### config.mk
export PLATFORM = sky130hd
export DESIGN_NAME = packet_copy_stage
export DESIGN_NICKNAME = d
export VERILOG_FILES = /design/src/rtl/packet_copy_stage.sv
export SDC_FILE = /design/constraint.sdc
export NUM_CORES = 1
export LEC_CHECK = 0
export CAP_MARGIN = 15
export CORE_ASPECT_RATIO = 1.25
export CORE_UTILIZATION = 41
export CTS_CLUSTER_DIAMETER = 30
export CTS_CLUSTER_SIZE = 40
export DETAILED_ROUTE_END_ITERATION = 6
export GPL_TIMING_DRIVEN = 1
export PLACE_DENSITY = 0.74
export RECOVER_POWER = 50
export SLEW_MARGIN = 0
export SYNTH_ARGS = -nofsm -noshare
export SYNTH_HDL_FRONTEND = slang
export SYNTH_SLANG_ARGS = --single-unit
### constraint.sdc
create_clock -name CLK -period 2.1 [get_ports CLK]
set_clock_uncertainty 0.2 [all_clocks]
set_input_delay 0.63 -clock CLK [delete_from_list [all_inputs] [get_ports CLK]]
set_output_delay 0.63 -clock CLK [all_outputs]
set_load 0.05 [all_outputs]
### src/rtl/packet_copy_stage.sv
// Packet copy stage: accepts one packet over a four-phase handshake and re-issues it
// Cnt_in+1 times downstream, tagging each copy with its sequence index.
module packet_copy_stage #(
    parameter int DW = 16,
    parameter int CW = 2
) (
    input  logic          CLK,
    input  logic          MR,
    input  logic          Send_in,
    input  logic [DW-1:0] Data_in,
    input  logic [CW-1:0] Cnt_in,
    output logic          Ack_out,
    output logic          Send_out,
    output logic [DW-1:0] Data_out,
    output logic [CW-1:0] Seq_out,
    input  logic          Ack_in,
    output logic          Busy
);

    typedef enum logic [1:0] {
        IDLE    = 2'd0,
        IN_ACK  = 2'd1,
        OUT_REQ = 2'd2,
        OUT_REL = 2'd3
    } state_t;

    state_t        state;
    logic [DW-1:0] data_q;
    logic [CW-1:0] cnt_q;
    logic [CW-1:0] seq_q;
    logic          ack_q;
    logic          send_q;
    logic          busy_q;

    always_ff @(posedge CLK or negedge MR) begin
        if (!MR) begin
            state  <= IDLE;
            data_q <= '0;
            cnt_q  <= '0;
            seq_q  <= '0;
            ack_q  <= 1'b0;
            send_q <= 1'b0;
            busy_q <= 1'b0;
        end else begin
            case (state)
                IDLE: begin
                    if (Send_in) begin
                        data_q <= Data_in;
                        cnt_q  <= Cnt_in;
                        seq_q  <= '0;
                        ack_q  <= 1'b1;
                        busy_q <= 1'b1;
                        state  <= IN_ACK;
                    end
                end
                IN_ACK: begin
                    if (!Send_in) begin
                        ack_q  <= 1'b0;
                        send_q <= 1'b1;
                        state  <= OUT_REQ;
                    end
                end
                OUT_REQ: begin
                    if (Ack_in) begin
                        send_q <= 1'b0;
                        state  <= OUT_REL;
                    end
                end
                OUT_REL: begin
                    // Equality test rather than a wrap check lets the all-ones count emit 2^CW copies.
                    if (!Ack_in) begin
                        if (seq_q == cnt_q) begin
                            busy_q <= 1'b0;
                            state  <= IDLE;
                        end else begin
                            seq_q  <= seq_q + 1'b1;
                            send_q <= 1'b1;
                            state  <= OUT_REQ;
                        end
                    end
                end
                default: begin
                    ack_q  <= 1'b0;
                    send_q <= 1'b0;
                    busy_q <= 1'b0;
                    state  <= IDLE;
                end
            endcase
        end
    end

    assign Ack_out  = ack_q;
    assign Send_out = send_q;
    assign Data_out = data_q;
    assign Seq_out  = seq_q;
    assign Busy     = busy_q;

endmodule

==> reports/metrics.yaml <==
clock_network:
  cts_buffers: 3
  cts_tree: "done"
  cts.sinks: 25
  h-tree-depth: 1
  ctsHoldBuffers: 0
  clock_latency_ps: 330
  post-cts-setup-buffers: 0
  cts_resized: 0
  clockRootBuffer: "clkbuf_4"
  clk_pin_slew_ps: 140
  cts_buffer_depth: 2
grt:
  antenna_found_initial: 0
  grt_pass1_wl_um: 3367
  track_usage_pct: 17.38
  first_global_vias: 768
  grt-ovfl-total: 0
  grt_max_degree: 26
synth:
  yosysTopAreaCellShare_pct: 60.68
  synth.ff_latch_count: 25
  syn_inst: 75
  ys_seq_area_share_pct: 60.68
  avgSynthCellArea_um2: 13.75
  synth_fa_ha_area_share_pct: 0
  synth_top_family_by_area: "multiplexers"
  synthSimpleGateAreaFrac_pct: 6.796
  yosysWarnings: 0
  syn_area_um2: 1031
  muxShareOfSynthArea_pct: 19.66
  synth_xor_xnor_area_share_pct: 1.699
  ys_types: 21
  syn_nets: 97
  synth_compound_area_share_pct: 8.252
  yosys.area.top_type: "dfrtp_1"
  synthTopCellsByArea: "dfrtp_1, mux2_2, a22o_1"
die:
  ioPinCount: 43
  design.core.area_um2: 2282
  initial_core_util_pct: 45.18
  fp.dieH_um: 58.07
  dieWidth_um: 46.85
  floorplan.die_area_um2: 2720
  num_rows: 19
setup_path:
  end_kind: "flip-flop"
  cp_max_fo: 8
  worst_path_largest_cell_delay_ps: 500
  crit_family: "buffers and inverters"
  reg2reg_slack_ps: 250
  start_kind: "input pin"
  critical_path_class: "input pin to flip-flop"
  crit_arrival_ps: 1980
  path_buf_inv: 2
  crit_slowest_cell: "clkdlybuf4s50_1"
  cp.required_ps: 2130
  crit_chain: "clkdlybuf4s50_1 -> nor3b_2 -> buf_4 -> mux2_2"
final_layout:
  nets: 144
  multi_input_area_um2: 377.9
  area_delta_synth_final_pct: 47.45
  layoutNonFillerInstCount: 152
  n_antenna_cell: 0
  drive_above_1_share_pct: 39.67
  final_core_util_pct: 66.61
  final-seq-area_um2: 625.6
  fillers: 195
status:
  status: "complete, no violations"
timing:
  max_freq_ghz: 0.5118
  report.final.hold_viol_count: 0
  relSlewSlack_pct: 60.91
  period_needed_ps: 1954
  rsz0062_at_grt: "false"
  finalCritPeriodShare_pct: 93.05
  setup_viol: 0
  worst_pin_slew_ps: 586.3
  setup_ws_ps: 146.0
  maxSlewViolCount: 0
route:
  drcViolationCount: 0
  vias: 756
  wl_per_cell_um: 13.06
  dr.pass1.iters: 4
  totalWireLength_um: 1985
  drtIter0Drc: 8
  viasPerCell: 4.974
  ant_nets: 0
place:
  dp.cells: 148
  pre_cts_ws_ps: -207.5
  io_buffers: 42
  dp_hpwl_um: 1574
  gp_congestion: 0.7327
power:
  total_leakage_power_nw: 0.6723
  power_density_nw_per_um2: 1729
  ir_drop_uv: 964.3
  finalPower_mw: 2.628
run:
  drv_cap: 0
min_path:
  hp-class: "flip-flop to flip-flop"
## synth_stat cells
library cell	count
dfrtp_1	25
a22o_1	2
nor3b_1	2
a32o_1	1
buf_2	3
a21oi_1	3
nand2_1	1
nand2_2	1
buf_4	1
o32a_1	1
nor2_1	3
nor2b_1	1
nand2b_1	2
o32ai_1	1
inv_1	2
mux2_2	18
o21ai_0	3
or3_1	1
and3b_1	1
xor2_1	2
a32oi_1	1
## path summary, 6_finish.rpt
kind / startpoint / end / cells after the start
worst max-delay path: Send_in / Data_out[7] / 4
worst min-delay path: Data_out[11] / Data_out[11] / 1
worst max register to register: state[1] / state[1] / 4
worst min register to register: Data_out[11] / Data_out[11] / 1
max in group asynchronous: MR / Data_out[1] / 2
min in group asynchronous: MR / state[1] / 2
## registers in the layout, indices dropped and copies added (netlist names)
signal	flops
Data_out	16
Seq_out	2
cnt_q	2
state	2
Ack_out	1
Busy	1
Send_out	1
## cells in the final DEF, fill, tap and decap left out, drive strengths merged
cell type,instances
or3,1
nor2b,1
o21ai,3
nand2b,2
clkdlybuf4s50,19
a22o,2
dfrtp,25
and3b,1
a32oi,1
nor3b,2
clkinvlp,1
a21oi,3
o32a,1
buf,17
nand2,2
inv,2
xor2,2
clkbuf,11
a32o,1
dlygate4sd3,2
mux2,18
o32ai,1
nor2,3
## worst reg2reg max path, delay by kind of cell (launching register included)
kind,cells,cell delay (ps)
and+or+nand+nor,2,650
DFF,1,510
AOI/OAI and AO/OA,2,400
## layer usage
metal  share of wire (%)  vias to the layer above  track usage (%)
li1                    -                      363                -
met1                  40                      370            20.82
met2                  54                       18            28.97
met3                 2.9                        5            3.115
met4                 2.6                        0            8.571
met5                   0                        -                0
## final cells by class
class                           instances  area share (%)
Clock buffer                            3           1.481
Timing Repair Buffer                   46           28.97
Tap cell                               31           2.551
Sequential cell                        25           41.15
Multi-Input combinational cell         44           24.86
Inverter                                2          0.4938
Clock inverter                          1          0.4938
## power breakdown
part | internal (mW) | switching (mW) | total, mW | leakage (nW)
combinational | 0.570 | 0.951 | 1.52 | 0.365
clock | 0.0730 | 0.147 | 0.220 | 0.0139
sequential | 0.710 | 0.177 | 0.887 | 0.293
total | 1.35 | 1.28 | 2.63 | 0.672
## logic make-up after synthesis
| kind of cell | Yosys count |
|---|---|
| multiplexers | 18 |
| XOR/XNOR | 2 |
| AND/OR/NAND/NOR | 12 |
| buffers and inverters | 6 |
| AO/OA/AOI/OAI | 12 |
| flip-flops | 25 |
## stage by stage
stage,cell area [µm²],TNS [ps],hold slack (ps)
after floorplan,1031,0,134.4
after global placement,1513,-3100,293.9
after detailed placement,1513,-3498,298.0
after CTS,1543,0,328.3
after global routing,1520,0,343.0
final,1520,0,323.2
Power figures use the tool's default switching activity.
